`src/rtl/alu_pkg.sv`:
```
// Shared ALU definitions: mode width/limits and the operation encoding
// selected by the mode register. The ALU block consumes the same enum.
package alu_pkg;

    localparam int MODE_W = 3;
    localparam logic [MODE_W-1:0] MODE_MIN = 3'd0;
    localparam logic [MODE_W-1:0] MODE_MAX = 3'd7;

    typedef enum logic [MODE_W-1:0] {
        OP_ADD = 3'd0,
        OP_SUB = 3'd1,
        OP_AND = 3'd2,
        OP_OR  = 3'd3,
        OP_XOR = 3'd4,
        OP_NOT = 3'd5,
        OP_SHL = 3'd6,
        OP_SHR = 3'd7
    } alu_op_t;

endpackage

```
`src/rtl/alu_mode_selector_if.sv`:
```
// Button inputs and mode/status outputs of the ALU mode selector.
// The slave side is the selector itself; the master side drives the buttons.
interface alu_mode_selector_if;
    import alu_pkg::*;

    logic              control_up;
    logic              control_down;
    logic [MODE_W-1:0] mode;
    logic              mode_changed;
    logic              up_pressed;
    logic              down_pressed;
    logic              at_max;
    logic              at_min;

    modport master (
        output control_up, control_down,
        input  mode, mode_changed, up_pressed, down_pressed, at_max, at_min
    );

    modport slave (
        input  control_up, control_down,
        output mode, mode_changed, up_pressed, down_pressed, at_max, at_min
    );
endinterface

```
`src/rtl/button_debouncer.sv`:
```
// Two-flop synchronizer plus consecutive-stable-cycle debouncer for one raw
// push button; emits a one-cycle pulse on each accepted press (0->1 only).
module button_debouncer #(
    parameter int DEBOUNCE_CYCLES = 4,
    parameter int CNT_W           = 16
) (
    input  logic clk,
    input  logic rst,
    input  logic raw,
    output logic level,
    output logic pressed
);
    localparam logic [CNT_W-1:0] CNT_LAST = CNT_W'(DEBOUNCE_CYCLES - 1);

    logic             meta_reg;
    logic             sync_reg;
    logic             stable_reg;
    logic             pressed_reg;
    logic [CNT_W-1:0] cnt_reg;

    always_ff @(posedge clk) begin
        if (!rst) begin
            meta_reg    <= 1'b0;
            sync_reg    <= 1'b0;
            stable_reg  <= 1'b0;
            pressed_reg <= 1'b0;
            cnt_reg     <= '0;
        end else begin
            meta_reg    <= raw;
            sync_reg    <= meta_reg;
            pressed_reg <= 1'b0;
            // The flip happens on the cycle that completes the N-th differing sample.
            if (sync_reg != stable_reg) begin
                if (cnt_reg == CNT_LAST) begin
                    stable_reg  <= sync_reg;
                    pressed_reg <= sync_reg;
                    cnt_reg     <= '0;
                end else begin
                    cnt_reg <= cnt_reg + CNT_W'(1);
                end
            end else begin
                cnt_reg <= '0;
            end
        end
    end

    assign level   = stable_reg;
    assign pressed = pressed_reg;
endmodule

```
`src/rtl/alu_mode_selector.sv`:
```
// Debounced up/down buttons step a saturating 3-bit ALU mode register;
// simultaneous presses cancel and held buttons never auto-repeat.
module alu_mode_selector
    import alu_pkg::*;
#(
    parameter int DEBOUNCE_CYCLES = 4,
    parameter int CNT_W           = 16
) (
    input  logic                clk,
    input  logic                rst,
    alu_mode_selector_if.slave  bus
);
    // Index 0 is the up button, index 1 the down button.
    logic [1:0] raw_bus;
    logic [1:0] level_unused;
    logic [1:0] pressed_bus;

    logic [MODE_W-1:0] mode_reg;
    logic              mode_changed_reg;

    assign raw_bus = {bus.control_down, bus.control_up};

    genvar gi;
    generate
        for (gi = 0; gi < 2; gi++) begin : g_btn
            button_debouncer #(
                .DEBOUNCE_CYCLES(DEBOUNCE_CYCLES),
                .CNT_W          (CNT_W)
            ) u_debouncer (
                .clk    (clk),
                .rst    (rst),
                .raw    (raw_bus[gi]),
                .level  (level_unused[gi]),
                .pressed(pressed_bus[gi])
            );
        end
    endgenerate

    always_ff @(posedge clk) begin
        if (!rst) begin
            mode_reg         <= MODE_MIN;
            mode_changed_reg <= 1'b0;
        end else begin
            mode_changed_reg <= 1'b0;
            if (pressed_bus[0] && !pressed_bus[1] && mode_reg != MODE_MAX) begin
                mode_reg         <= mode_reg + MODE_W'(1);
                mode_changed_reg <= 1'b1;
            end else if (pressed_bus[1] && !pressed_bus[0] && mode_reg != MODE_MIN) begin
                mode_reg         <= mode_reg - MODE_W'(1);
                mode_changed_reg <= 1'b1;
            end
        end
    end

    assign bus.mode         = mode_reg;
    assign bus.mode_changed = mode_changed_reg;
    assign bus.up_pressed   = pressed_bus[0];
    assign bus.down_pressed = pressed_bus[1];
    assign bus.at_max       = (mode_reg == MODE_MAX);
    assign bus.at_min       = (mode_reg == MODE_MIN);
endmodule

```
`src/flat_wrapper.sv`:
```
// flat-port wrapper written by rule: the top's interface ports become plain ports
module alu_mode_selector_flat import alu_pkg::*;
#(
    parameter int DEBOUNCE_CYCLES = 4,
    parameter int CNT_W           = 16
)
  (clk, rst, bus_control_up, bus_control_down, bus_mode, bus_mode_changed, bus_up_pressed, bus_down_pressed, bus_at_max, bus_at_min);
  alu_mode_selector_if bus_i ();
  input  logic clk;
  input  logic rst;
  input wire logic [$bits(bus_i.control_up)-1:0] bus_control_up;
  input wire logic [$bits(bus_i.control_down)-1:0] bus_control_down;
  output wire logic [$bits(bus_i.mode)-1:0] bus_mode;
  output wire logic [$bits(bus_i.mode_changed)-1:0] bus_mode_changed;
  output wire logic [$bits(bus_i.up_pressed)-1:0] bus_up_pressed;
  output wire logic [$bits(bus_i.down_pressed)-1:0] bus_down_pressed;
  output wire logic [$bits(bus_i.at_max)-1:0] bus_at_max;
  output wire logic [$bits(bus_i.at_min)-1:0] bus_at_min;
  assign bus_i.control_up = bus_control_up;
  assign bus_i.control_down = bus_control_down;
  assign bus_mode = bus_i.mode;
  assign bus_mode_changed = bus_i.mode_changed;
  assign bus_up_pressed = bus_i.up_pressed;
  assign bus_down_pressed = bus_i.down_pressed;
  assign bus_at_max = bus_i.at_max;
  assign bus_at_min = bus_i.at_min;
  alu_mode_selector #(.DEBOUNCE_CYCLES(DEBOUNCE_CYCLES), .CNT_W(CNT_W)) u_core (.clk(clk), .rst(rst), .bus(bus_i));
endmodule
```
`config.mk`:
```
export PLATFORM = sky130hd
export DESIGN_NAME = alu_mode_selector_flat
export DESIGN_NICKNAME = d
export VERILOG_FILES = /design/src/rtl/alu_pkg.sv /design/src/rtl/alu_mode_selector_if.sv /design/src/rtl/button_debouncer.sv /design/src/rtl/alu_mode_selector.sv /design/src/flat_wrapper.sv
export SDC_FILE = /design/constraint.sdc
export NUM_CORES = 1
export LEC_CHECK = 0
export ABC_AREA = 1
export ABC_CLOCK_PERIOD_IN_PS = 2600
export CAP_MARGIN = 15
export CORE_MARGIN = 1
export CORE_UTILIZATION = 45
export CTS_CLUSTER_SIZE = 25
export DETAILED_ROUTE_END_ITERATION = 8
export PLACE_DENSITY = 0.6
export SYNTH_ARGS = -nofsm -noshare
export SYNTH_HDL_FRONTEND = slang
export SYNTH_SLANG_ARGS = --single-unit
```
`constraint.sdc`:
```
create_clock -name clk -period 2.6 [get_ports clk]
set_input_delay 0.39 -clock clk [delete_from_list [all_inputs] [get_ports clk]]
set_output_delay 0.39 -clock clk [all_outputs]
set_load 0.01 [all_outputs]
```
* Word level (Yosys, flattened, before mapping)
Index checks and enable logic that the tools add are counted.
** Cells by class
- Bitwise gates (word level) :: 3
- Multiplexer cells :: 4
- Equality and inequality tests :: 6
- Reduce and logical (&&, ||, !) cells :: 15
- Add/sub/neg operators :: 4
** Operator list (count)
- $add A16 B1 Y16 const B :: 2
- $eq A16 B2 Y1 const B :: 2
- $mux W3 :: 2
- $reduce_and A3 Y1 :: 2
- $reduce_or A3 Y1 :: 2
- $logic_and A1 B1 Y1 :: 4
- $reduce_and A2 Y1 :: 2
- $add A3 B1 Y3 const B :: 1
- $eq A3 B3 Y1 const B :: 1
- $logic_not A3 Y1 :: 1
- $ne A3 B3 Y1 const B :: 1
- $not A1 Y1 :: 3
- $reduce_bool A3 Y1 :: 1
- $sub A3 B1 Y3 const B :: 1
- $logic_not A1 Y1 :: 2
- $mux W1 :: 2
- $ne A1 B1 Y1 :: 2
- $reduce_bool A2 Y1 :: 1
** Storage, ports and cells
- Register bits after elaboration :: 44
- Bits of input ports :: 4

* Depth between registers and ports, before layout
- Word-level depth :: 5
- Gate-level depth with buffers :: 9

* Hierarchy
From an unflattened synthesis, not the netlist that was laid out.
** Unflattened totals
- Cell total of the unflattened synthesis :: 300
- Area total of the unflattened synthesis :: 2167.1 sq um
** By module, submodules not included
- button_debouncer :: seq. area each 400.4 sq um, times used 2, cells an instance 131, area an instance 965.9 sq um
- alu_mode_selector :: seq. area each 80.1 sq um, times used 1, cells an instance 38, area an instance 235.2 sq um

* Least setup slack after synthesis
OpenSTA, ideal clock, no wires.
- Path type :: reg-to-reg
- From :: register u_core.mode_reg[1] (netlist: u_core.bus.mode[1])
- To :: register u_core.mode_reg[2] (netlist: u_core.bus.mode[2])
- Data arrival time :: 1.312 ns
- Slack :: 1.173 ns
- Cell stages (with the launch flop) :: 7
- Buffers on the path :: 0
- Path through :: dfxtp_1 > nand3_1 > nand3_1 > fa_1 > nand3b_1 > a21oi_1 > nor2_1
** On the way
- Longest elaborated chain between the ends :: 3
** RTL lines
- start: declaration :: RTL line alu_mode_selector.sv:18 : logic [MODE_W-1:0] mode_reg;
- start signal: assignment :: RTL line alu_mode_selector.sv:46 : mode_reg <= mode_reg + MODE_W'(1);
- start signal: assignment :: RTL line alu_mode_selector.sv:49 : mode_reg <= mode_reg - MODE_W'(1);
- $sub A3 B1 Y3, or another cell as far along :: RTL line alu_mode_selector.sv:49
- $mux W3, or another cell as far along :: RTL line alu_mode_selector.sv:48 : end else if (pressed_bus[1] && !pressed_bus[0] && mode_reg != MODE_MIN) begin
- $mux W3 / $reduce_bool A2 Y1 (equally long branches)
Several ways; a longest one is shown, not always the timed one. The select of a mux whose other input is x is not followed.
A chain may end at the register's enable or synchronous reset.

* Worst setup path in the final report
- From :: register u_core.mode_reg[0] (netlist: u_core.bus.mode[0])
- To :: output port bus_at_max
** On the way
- Longest elaborated chain between the ends :: 1
** RTL lines
- $eq A3 B3 Y1 :: RTL line alu_mode_selector.sv:59 : assign bus.at_max = (mode_reg == MODE_MAX);
- end: declaration :: RTL line flat_wrapper.sv:17 : output wire logic [$bits(bus_i.at_max)-1:0] bus_at_max;
No other way between the ends.

==> flow_metrics.env <==
export IMPL_p_int_mw=0.9743
export IMPL_seq_area_frac_synth_pct=38.83
export IMPL_root_buffer="clkbuf_8"
export IMPL_critPathCaptureType="output port"
export IMPL_status="finished, final reports clean"
export IMPL_cts_max_path_buffers=2
export IMPL_cts_resized=0
export IMPL_final_cell_mix="nand2_1, inv_1, nor2_1, dfxtp_1, nand3_1"
export IMPL_swShare_pct=21.69
export IMPL_antenna_found_initial=0
export IMPL_hpwl_mm=2.973
export IMPL_finalWirelength_mm=4.023
export IMPL_tns_ps=0
export IMPL_clock_sinks=44
export IMPL_die_area_sq_mm=0.005329
export IMPL_power_density_mw_per_mm2=490.8
export IMPL_place_congestion=0.8149
export IMPL_crit_path_max_fanout=5
export IMPL_mappedNetlistArea_sq_mm=0.002268
export IMPL_worstPathCellList="nand3_1 -> inv_1 -> clkdlybuf4s50_1"
export IMPL_grt_pass1_vias=1718
export IMPL_mostFrequentLayoutCell="nand2_1"
export IMPL_postCtsSetupBuffers=0
export IMPL_ys_ff_latch=44
export IMPL_wl_per_cell_um=9.860
export IMPL_vias=1877
export IMPL_hold_slack_ps=417.7
export IMPL_required_ps=2210
export IMPL_dp_slack_ps=656.0
export IMPL_p_leak_nw=0.9089
export IMPL_ctsHtreeMaxLevel=2
export IMPL_cts_buffers=5
export IMPL_drc_errors=0
export IMPL_max_slew_margin_rel_pct=71.77
export IMPL_critPathLaunchType="flop"
export IMPL_cts_tree="built"
export IMPL_syn_inst=325
export IMPL_die_h_um=73
export IMPL_final_cell_area_sq_mm=0.002535
export IMPL_placed_cells=400
export IMPL_ant_nets=0
export IMPL_die_x_um=73
export IMPL_final_nets=347
export IMPL_utilization_pct=52.97
export IMPL_vias_per_cell=4.600
export IMPL_grt_first_pass_wirelength_mm=7.293
export IMPL_tightest_slew_ps=421.9
export IMPL_synthDistinctLibCells=26
export IMPL_clock_latency_ps=310
export IMPL_synth_nets=332
export IMPL_p_comb_share_pct=1.6
export IMPL_max_stage_delay_ps=520
export IMPL_ir_drop_uv=319.8
export IMPL_cap_violations=0
export IMPL_antennaDiodeCount=0
export IMPL_cp_arrival_ps=1480
export IMPL_largest_reg_flops=32
export IMPL_worstSetupPathType="flop to output port"
export IMPL_overflow=0
export IMPL_syn_avg_cell_area_sq_um=6.980
export IMPL_io_pins=12
export IMPL_synthTopCellsByArea="dfxtp_1, nand2_1, inv_1, nor2_1, nand3_1"
export IMPL_slowest_stage="clkdlybuf4s50_1"
export IMPL_fin_skew_ps=5.645
export IMPL_num_rows=25
export IMPL_hp_class="flop to flop"
export IMPL_slew_viol_final=0
export IMPL_max_freq_ghz=0.5357
export IMPL_finalCritPeriodShare_pct=71.80
export IMPL_rsz0062_at_grt="false"
export IMPL_placed_area_sq_mm=0.002420
export IMPL_layout_drive_gt1_share_pct=12.32
export IMPL_pwr_share_clk_pct=43.8
export IMPL_grt_max_degree=17
export IMPL_yosys_warnings=0
export IMPL_finalHoldViolations=0
export IMPL_drt_iter0_drc=68
export IMPL_hold_buffers=0
export IMPL_switchingPower_mw=0.2698
export IMPL_synthToLayoutAreaGrowth_pct=11.75
export IMPL_pwr_share_seq_pct=54.6
export IMPL_drt_pass1_iter_count=4
export IMPL_grt_use_total_pct=17.95
export IMPL_seqCellArea_sq_um=880.8
export IMPL_min_period_ps=1867
export IMPL_yosys_area_top_type="dfxtp_1"
export IMPL_p_total_mw=1.244
export IMPL_multi_input_area_sq_mm=0.001154
export IMPL_initial_core_util_pct=47.40
export IMPL_core_area_sq_mm=0.004786
export IMPL_place_port_buffers=11
export IMPL_path_clk_slew_ps=90
export IMPL_synth_top_area_share_pct=38.83
export IMPL_finalNonFillerCells=408
export IMPL_n_fill_cell=488
export IMPL_final_setup_worst_slack_ps=733.2
export IMPL_final_setup_viol_count=0
==> layout make-up <==
type | count | share of cell area [%]
sequential | 44 | 34.75
inverter | 51 | 7.552
clock buffer | 5 | 2.715
tap | 67 | 3.307
multi-input combinational | 227 | 45.51
timing repair buffer | 11 | 4.344
clock inverter | 3 | 1.826
==> critical path, delay by kind of cell, from the launching register on <==
kind                   cells  cell delay [ps]
and+or+nand+nor            1              140
buffers and inverters      2              590
DFF                        1              440
==> logic make-up (layout without fill, tap and decap cells) <==
kind of cell	after synthesis	in the layout	share of synthesized area (%)
AO/OA/AOI/OAI	27	27	7.335
flip-flops	44	44	38.83
adder cells (fa/ha/maj)	3	3	1.986
XOR/XNOR	8	8	3.089
buffers and inverters	54	70	10.31
AND/OR/NAND/NOR	189	189	38.45
==> power groups by stage <==
stage	Combinational, mW	Clock, mW	Sequential, mW
global placement	0.0201	0	0.695
floorplan	0.0172	0	0.695
CTS	0.0203	0.561	0.680
global route	0.0228	0.586	0.680
detailed placement	0.0205	0	0.695
finish	0.0199	0.545	0.679
==> final timing paths <==
path / cells past startpoint / from / slack [ps] / to
worst min-delay path: 2 / u_core.g_btn[0].u_debouncer.meta_reg / 420 / u_core.g_btn[0].u_debouncer.sync_reg
worst max-delay path: 3 / u_core.bus.mode[0] / 730 / bus_at_max
worst max register to register: 8 / u_core.g_btn[0].u_debouncer.cnt_reg[0] / 990 / u_core.g_btn[0].u_debouncer.cnt_reg[7]
worst min register to register: 2 / u_core.g_btn[0].u_debouncer.meta_reg / 420 / u_core.g_btn[0].u_debouncer.sync_reg
==> cells in the mapped netlist, drive strengths merged <==
| cell | n |
|---|---|
| dfxtp | 44 |
| nor3b | 1 |
| xor2 | 2 |
| inv | 51 |
| nor2 | 69 |
| or2 | 1 |
| nor3 | 3 |
| xnor2 | 6 |
| ha | 2 |
| buf | 3 |
| nand3b | 1 |
| a21oi | 20 |
| nand3 | 27 |
| nand4 | 10 |
| o21bai | 2 |
| o21ai | 5 |
| fa | 1 |
| nand2 | 77 |
==> routing by layer <==
metal	part of all wire [%]	track usage [%]	vias to the layer above	wire (um)
met4	1.7	8.061	0	70
met3	2.7	4.144	9	107
met5	0	0	-	0
met1	50	23.14	808	2030
li1	-	-	1042	-
met2	45	28.50	18	1816
(Power assumes the default switching activity.)
